File: config.mk
export PLATFORM = sky130hd
export DESIGN_NAME = bitstream_counter
export DESIGN_NICKNAME = d
export VERILOG_FILES = /design/src/rtl/bitstream_pkg.sv /design/src/rtl/bitstream_counter_ones_accumulator.sv /design/src/rtl/bitstream_counter.sv
export SDC_FILE = /design/constraint.sdc
export NUM_CORES = 1
export LEC_CHECK = 0
export ABC_AREA = 1
export ABC_CLOCK_PERIOD_IN_PS = 2600
export CAP_MARGIN = 20
export CORE_ASPECT_RATIO = 1.25
export CORE_MARGIN = 1
export CORE_UTILIZATION = 55
export CTS_BUF_LIST = sky130_fd_sc_hd__clkbuf_2 sky130_fd_sc_hd__clkbuf_4 sky130_fd_sc_hd__clkbuf_8
export CTS_CLUSTER_SIZE = 8
export DETAILED_ROUTE_END_ITERATION = 16
export PLACE_DENSITY_LB_ADDON = 0.05
export SYNTH_ARGS = -nofsm -noshare
export SYNTH_HDL_FRONTEND = slang
export SYNTH_HIERARCHICAL = 1
export SYNTH_SLANG_ARGS = --single-unit
File: constraint.sdc
create_clock -name clk -period 2.6 [get_ports clk]
set_input_delay 0.52 -clock clk [delete_from_list [all_inputs] [get_ports clk]]
set_output_delay 0.52 -clock clk [all_outputs]
set_load 0.1 [all_outputs]
File: src/rtl/bitstream_pkg.sv
// Shared types and helpers for the bitstream counter.
//   state_e : controller states (IDLE, ACCUM, HOLD)
//   cnt_w() : number of bits needed to hold a count of 0..n
package bitstream_pkg;

    typedef enum logic [1:0] {
        IDLE  = 2'd0,
        ACCUM = 2'd1,
        HOLD  = 2'd2
    } state_e;

    function automatic int cnt_w(input int n);
        return $clog2(n + 1);
    endfunction

endpackage

File: src/rtl/bitstream_counter_ones_accumulator.sv
// Per-neuron ones counter.
//   clk, n_rst : clock, async active-low reset
//   clr        : zero the count (wins over en)
//   en         : add bit_in this cycle
//   bit_in     : bitstream sample for this neuron
//   acc        : running count of ones
module ones_accumulator #(
    parameter int COUNT_WIDTH = 9
) (
    input  logic                   clk,
    input  logic                   n_rst,
    input  logic                   clr,
    input  logic                   en,
    input  logic                   bit_in,
    output logic [COUNT_WIDTH-1:0] acc
);

    logic [COUNT_WIDTH-1:0] acc_q, acc_d;

    always_comb begin
        acc_d = acc_q;
        if (clr)     acc_d = '0;
        else if (en) acc_d = acc_q + COUNT_WIDTH'(bit_in);
    end

    always_ff @(posedge clk or negedge n_rst) begin
        if (!n_rst) acc_q <= '0;
        else        acc_q <= acc_d;
    end

    assign acc = acc_q;

endmodule

File: src/rtl/bitstream_counter.sv
// Converts NEURON_COUNT stochastic bitstreams into ones counts over a window
// of WINDOW_LEN valid samples; results leave on a valid/ready interface.
//   clk, n_rst   : clock, async active-low reset
//   start        : begin a window (from IDLE, or on the HOLD handshake)
//   stream_in    : one sample bit per neuron
//   stream_valid : stream_in is a sample this cycle
//   counts       : registered per-neuron count of the last completed window
//   out_valid    : counts holds an unconsumed result
//   out_ready    : consumer accepts counts
//   busy         : accumulating a window
// Build option BITSTREAM_COUNTER_CONTINUOUS_EN: windows run back to back
// after the first start, counts becomes a one-deep buffer, and the sticky
// overrun output flags a result overwritten before it was consumed.
module bitstream_counter
    import bitstream_pkg::*;
#(
    parameter int NEURON_COUNT = 2,
    parameter int WINDOW_LEN   = 256,
    parameter int COUNT_WIDTH  = cnt_w(WINDOW_LEN)
) (
    input  logic                                     clk,
    input  logic                                     n_rst,
    input  logic                                     start,
    input  logic [NEURON_COUNT-1:0]                  stream_in,
    input  logic                                     stream_valid,
    output logic [NEURON_COUNT-1:0][COUNT_WIDTH-1:0] counts,
    output logic                                     out_valid,
`ifdef BITSTREAM_COUNTER_CONTINUOUS_EN
    output logic                                     overrun,
`endif
    input  logic                                     out_ready,
    output logic                                     busy
);

    state_e                                   state_q, state_d;
    logic [COUNT_WIDTH-1:0]                   smp_q, smp_d;
    logic [NEURON_COUNT-1:0][COUNT_WIDTH-1:0] counts_q, counts_d;
    logic                                     out_valid_q, out_valid_d;
    logic [NEURON_COUNT-1:0][COUNT_WIDTH-1:0] acc;
    logic                                     acc_clr, acc_en;
`ifdef BITSTREAM_COUNTER_CONTINUOUS_EN
    logic                                     overrun_q, overrun_d;
`endif

    // The sample counter only reaches WINDOW_LEN-1 before wrapping, so the
    // count width is always enough.
    localparam logic [COUNT_WIDTH-1:0] LAST_SMP = COUNT_WIDTH'(WINDOW_LEN - 1);

    always_comb begin
        state_d     = state_q;
        smp_d       = smp_q;
        counts_d    = counts_q;
        out_valid_d = out_valid_q;
        acc_clr     = 1'b0;
        acc_en      = 1'b0;
`ifdef BITSTREAM_COUNTER_CONTINUOUS_EN
        overrun_d   = overrun_q;
`endif
        case (state_q)
            IDLE: begin
                if (start) begin
                    state_d = ACCUM;
                    smp_d   = '0;
                    acc_clr = 1'b1;
                end
            end
            ACCUM: begin
`ifdef BITSTREAM_COUNTER_CONTINUOUS_EN
                // Consumer handshake first; a same-cycle completion below
                // re-asserts out_valid with the fresh result.
                if (out_valid_q && out_ready) out_valid_d = 1'b0;
`endif
                if (stream_valid) begin
                    if (smp_q == LAST_SMP) begin
                        // Final sample is folded straight into the result.
                        for (int i = 0; i < NEURON_COUNT; i++)
                            counts_d[i] = acc[i] + COUNT_WIDTH'(stream_in[i]);
                        out_valid_d = 1'b1;
                        smp_d       = '0;
                        acc_clr     = 1'b1;
`ifdef BITSTREAM_COUNTER_CONTINUOUS_EN
                        if (out_valid_q && !out_ready) overrun_d = 1'b1;
`else
                        state_d     = HOLD;
`endif
                    end else begin
                        smp_d  = smp_q + 1'b1;
                        acc_en = 1'b1;
                    end
                end
            end
            HOLD: begin
                if (out_ready) begin
                    out_valid_d = 1'b0;
                    if (start) begin
                        state_d = ACCUM;
                        smp_d   = '0;
                        acc_clr = 1'b1;
                    end else begin
                        state_d = IDLE;
                    end
                end
            end
            default: state_d = IDLE;
        endcase
    end

    always_ff @(posedge clk or negedge n_rst) begin
        if (!n_rst) begin
            state_q     <= IDLE;
            smp_q       <= '0;
            counts_q    <= '0;
            out_valid_q <= 1'b0;
        end else begin
            state_q     <= state_d;
            smp_q       <= smp_d;
            counts_q    <= counts_d;
            out_valid_q <= out_valid_d;
        end
    end

`ifdef BITSTREAM_COUNTER_CONTINUOUS_EN
    always_ff @(posedge clk or negedge n_rst) begin
        if (!n_rst) overrun_q <= 1'b0;
        else        overrun_q <= overrun_d;
    end
    assign overrun = overrun_q;
`endif

    for (genvar g = 0; g < NEURON_COUNT; g++) begin : g_acc
        ones_accumulator #(.COUNT_WIDTH(COUNT_WIDTH)) u_acc (
            .clk    (clk),
            .n_rst  (n_rst),
            .clr    (acc_clr),
            .en     (acc_en),
            .bit_in (stream_in[g]),
            .acc    (acc[g])
        );
    end

    assign counts    = counts_q;
    assign out_valid = out_valid_q;
    assign busy      = (state_q == ACCUM);

endmodule

* Word-level counts from Yosys, hierarchy flattened
Index checks and enable logic that the tools add are counted.
Word-level totals: input port bits 7, word-level logic and storage cells 52, register bits after elaboration 48
Operators by class: $add $sub $neg 3, equality and inequality tests 7, muxes and demuxes 27, reduce and logical (&&, ||, !) cells 8
Operators by type and width (number):
- $mux W9 | 8
- $pmux W9 S3 | 1
- $add A9 B1 Y9 | 2
- $mux W1 | 11
- $add A9 B1 Y9 const B | 1
- $eq A9 B8 Y1 const B | 1
- $mux W2 | 4
- $reduce_and A4 Y1 | 2
- $ne A2 B2 Y1 const B | 3
- $pmux W2 S3 | 1
- $reduce_and A3 Y1 | 2
- $reduce_bool A2 Y1 | 2
- $pmux W1 S3 | 1
- $reduce_bool A3 Y1 | 1
- $eq A2 B1 Y1 const B | 1
- $eq A2 B2 Y1 const B | 1
- $logic_not A2 Y1 | 1
- $ne A2 B1 Y1 const B | 1
- $pmux W1 S2 | 1

* Depth between registers and ports, before layout
depth in word-level cells 6, depth in mapped cells 14

* By module
Netlist, hierarchy kept.
Modules (own cells, without submodules):
- bitstream_counter | seq. area each 750.7 um2, times used 1, cells an instance 227, area each 1702.9 um2
- ones_accumulator | seq. area each 225.2 um2, times used 2, cells an instance 70, area each 551.8 um2

* Least setup slack after synthesis
OpenSTA, ideal clock, no wires.
path type register to register, from reg state_q[0], to reg g_acc[0].u_acc.acc_q[8], cell stages (with the launch flop) 13, path buffers 1, required time 2.483 ns, setup slack 0.416 ns, arrival 2.067 ns, setup time 0.117 ns, path through dfrtp_1 -> inv_2 -> nor2_4 -> nor2_2 -> nor2_2 -> buf_6 -> nand2_2 -> inv_1 -> nor2_4 -> nor2_4 -> nand3b_2 -> nor2_1 -> nor2_1
Between the ends: word-level cells in the longest chain between the ends 3
RTL lines:
- start, declared | line bitstream_counter.sv:35 | state_e state_q, state_d;
- start signal, assigned | line bitstream_counter.sv:115 | state_q <= state_d;
- $eq A2 B1 Y1 (*)
- via busy | line bitstream_counter.sv:32 | output logic busy
- $pmux W1 S3 (*) | line bitstream_counter.sv:59 | case (state_q)
- via acc_clr | line bitstream_counter.sv:40 | logic acc_clr, acc_en;
- $mux W9 or $reduce_bool A2 Y1 (tied branches)
- end signal, assigned | line bitstream_counter_ones_accumulator.sv:27 | if (!n_rst) acc_q <= '0;
- end signal, assigned | line bitstream_counter_ones_accumulator.sv:28 | else acc_q <= acc_d;
- end, declared | line bitstream_counter_ones_accumulator.sv:18 | logic [COUNT_WIDTH-1:0] acc_q, acc_d;
The timed path passes the listed nets; every way through them passes the cells marked *. A chain may end at the register's enable or synchronous reset.

* Worst setup path after layout
from reg smp_q[0], to reg g_acc[0].u_acc.acc_q[4]
Between the ends: word-level cells in the longest chain between the ends 5
RTL lines:
- start, declared | line bitstream_counter.sv:36 | logic [COUNT_WIDTH-1:0] smp_q, smp_d;
- start signal, assigned | line bitstream_counter.sv:116 | smp_q <= smp_d;
- $eq A9 B8 Y1 (*) | line bitstream_counter.sv:74 | if (smp_q == LAST_SMP) begin
- $mux W1 (*) | line bitstream_counter.sv:74
- $mux W1 (*) | line bitstream_counter.sv:73 | if (stream_valid) begin
- $pmux W1 S3 (*) | line bitstream_counter.sv:59
- via acc_clr | line bitstream_counter.sv:40
- $mux W9 or $reduce_bool A2 Y1 (tied branches)
Marked as above.

==> flow_metrics.py <==
metrics = {
    "outcome": {
        "outcome": "complete, no violations",
    },
    "timing": {
        "fin_ws_ns": 0.5131,
        "hold_violations": 0,
        "period_share": 0.8027,
        "grt_setup_unrepaired": "false",
        "relSlewSlack": 0.5722,
        "worst_slew_pin_slew_ns": 0.6418,
        "fin_tns_setup_ns": 0,
        "drv_slew": 0,
        "fmax_mhz": 479.2,
        "fin_crit_ns": 2.087,
        "skew_ns": 0.004782,
        "finalSetupViolations": 0,
    },
    "logic_synthesis": {
        "avgSynthCellArea_sq_um": 7.647,
        "synth_top_area_cell": "dfrtp_1",
        "syn_area_sq_um": 2806,
        "synth_fp_nets": 383,
        "ys_ff_latch": 48,
        "syn_inst": 367,
        "ys_types": 27,
        "synthTopCellsByArea": "dfrtp_1 43%, nand2_1 16%, nand3_1 5.9%, inv_1 5.3%, nor2_1 4.1%",
        "yosysTopAreaCellShare": 0.4280,
        "yosysWarnings": 6,
        "synth-seq-area-share": 0.4280,
    },
    "floorplan": {
        "die_y_um": 81.87,
        "die_w_um": 65.89,
        "fp.dieArea_sq_um": 5394,
        "core_area_sq_um": 4835,
        "fp-row-count": 28,
        "num_io_pins": 27,
        "start_util": 0.5805,
    },
    "setup_path": {
        "setup.worst_path.class": "reg -> reg",
        "critPathBufInv": 2,
        "path_delay_family": "simple AND/OR/NAND/NOR gates",
        "worstSetupEndpointType": "flip-flop",
        "crit_top_cell": "nor2_4",
        "cpPeakStageDelay_ns": 0.40,
        "crit_start": "smp_q[0]",
        "worstPathCellList": "ha_1 > inv_1 > nor2_4 > nand3_1 > nand2_1 > nand2_2 > inv_1 > nor2_4 > nor2_4 > nand2_1 > o21ai_1 > nor2_1",
        "cp.required_ns": 2.79,
        "reg2reg_from": "smp_q[0]",
        "reg2reg_slack_ns": 0.51,
        "cp_max_fo": 6,
        "critPathLaunchType": "flip-flop",
        "cp.arrival_ns": 2.28,
        "cp_slowest_cell": "dfrtp_1",
    },
    "detailed_routing": {
        "viasPerCell": 4.965,
        "vias": 2274,
        "dr.first_iter.drc_count": 118,
        "wirelength_um": 5359,
        "remaining_drc_errors": 0,
        "drtAntennaViolNets": 0,
        "wl_per_cell_um": 11.70,
        "first_pass_iters": 4,
    },
    "placement": {
        "place_ws_ns": 0.3168,
        "gp_congestion": 0.7891,
        "portBuffers": 26,
        "place_area_sq_um": 3069,
        "dp_hpwl_um": 3978,
    },
    "clock_tree": {
        "ctsResizeCount": 0,
        "numCtsBuffers": 5,
        "path_clk_slew_ns": 0.08,
        "cts-htree-levels": 2,
        "cts_max_path_buffers": 2,
        "cts_root_buffer": "clkbuf_8",
        "hold_buffers": 0,
        "tritoncts": "built",
        "clkLatencyLatePin_ns": 0.29,
        "cts_setup_buffers": 0,
        "cts_sinks": 48,
    },
    "global_route": {
        "grt_max_degree": 31,
        "grt_pass1_vias": 2036,
        "track_usage": 0.2232,
        "antenna_found_initial": 0,
        "grt_pass1_wl_um": 9039,
        "grt-ovfl-total": 0,
    },
    "finish": {
        "final_area_sq_um": 3151,
        "final_cell_mix": "117 x nand2_1, 48 x dfrtp_1, 40 x inv_1, 33 x nand3_1, 31 x nor2_1",
        "nets": 414,
        "syn_to_final_growth_pct": 12.26,
        "n_antenna_cell": 0,
        "final_common_cell": "nand2_1",
        "drive_gt1_frac": 0.1734,
        "utilization": 0.6517,
    },
    "pwr": {
        "switching_power_mw": 0.7146,
        "ir_drop_mv": 0.4289,
        "swShare": 0.3695,
        "pwr-share-comb": 0.331,
        "report.power.total_mw": 1.934,
        "internal-power_mw": 1.220,
        "power_leakage_nw": 1.630,
        "pwr-share-clk": 0.220,
        "pwr-share-seq": 0.450,
        "power_density_nw_per_um2": 613.9,
    },
    "hold_path": {
        "hold_path.class": "in -> async",
    },
    "flow_run": {
        "cap_violations": 0,
    },
}
cell families after synthesis:
| logic type | synth area share |
|---|---|
| AND/OR/NAND/NOR | 0.3598 |
| AO/OA/AOI/OAI | 0.05261 |
| adder cells (fa/ha/maj) | 0.04013 |
| buffers and inverters | 0.09451 |
| XOR/XNOR | 0.02497 |
| flip-flops | 0.4280 |
per-layer routing:
metal	global-route usage	up-vias	part of all wire	routed length (um)
met5	0	-	0	0
met4	0.06739	0	0.013	68
met3	0.04167	6	0.024	129
met2	0.3541	26	0.47	2492
met1	0.3086	1036	0.50	2670
li1	-	1206	-	-
sequential cells by signal, indices dropped and copies added (netlist names):
register	count
smp_q	9
counts	18
g_acc.u_acc/acc	18
out_valid	1
state_q	2
cell usage after synthesis (all sizes together):
library cell / number
nand3: 35
buf: 6
o21ai: 19
clkinv: 2
nand4: 5
xnor2: 3
a21oi: 8
a31oi: 2
nor2: 47
inv: 46
xor2: 5
nand3b: 2
ha: 9
nand2: 121
bufinv: 2
dfrtp: 48
nor3: 7
path summary, 6_finish.rpt:
path	endpoint	cells after the start
setup / recovery	g_acc[0].u_acc/acc[4]	12
hold / removal	counts[13]	1
setup reg to reg	g_acc[0].u_acc/acc[4]	12
hold reg to reg	counts[8]	2
max in group asynchronous	state_q[1]	2
min in group clk	counts[8]	2
power groups by stage:
stage          logic, mW  registers, mW  clock network (mW)
6_report           0.639          0.870               0.425
5_1_grt            0.712          0.881               0.469
4_1_cts            0.647          0.870               0.444
3_5_place_dp       0.643          0.885                   0
3_3_place_gp       0.638          0.883                   0
2_1_floorplan      0.537          0.864                   0
layout make-up:
| type | instances | area, sq um |
|---|---|---|
| clock buffer | 6 | 76.32 |
| clock inverter | 1 | 5.005 |
| fill | 443 | 1684 |
| inverter | 50 | 217.7 |
| multi-input combinational | 263 | 1340 |
| sequential | 48 | 1201 |
| tap | 60 | 75.07 |
| timing repair buffer | 30 | 235.2 |
stage by stage:
stage                     hold WS, ns  cells
after floorplan                0.2244    367
after global placement         0.4622    451
after detailed placement       0.4678    451
after CTS                      0.2664    458
after global routing           0.2938    458
final                          0.2387    458
Power figures use the tool's default switching activity.
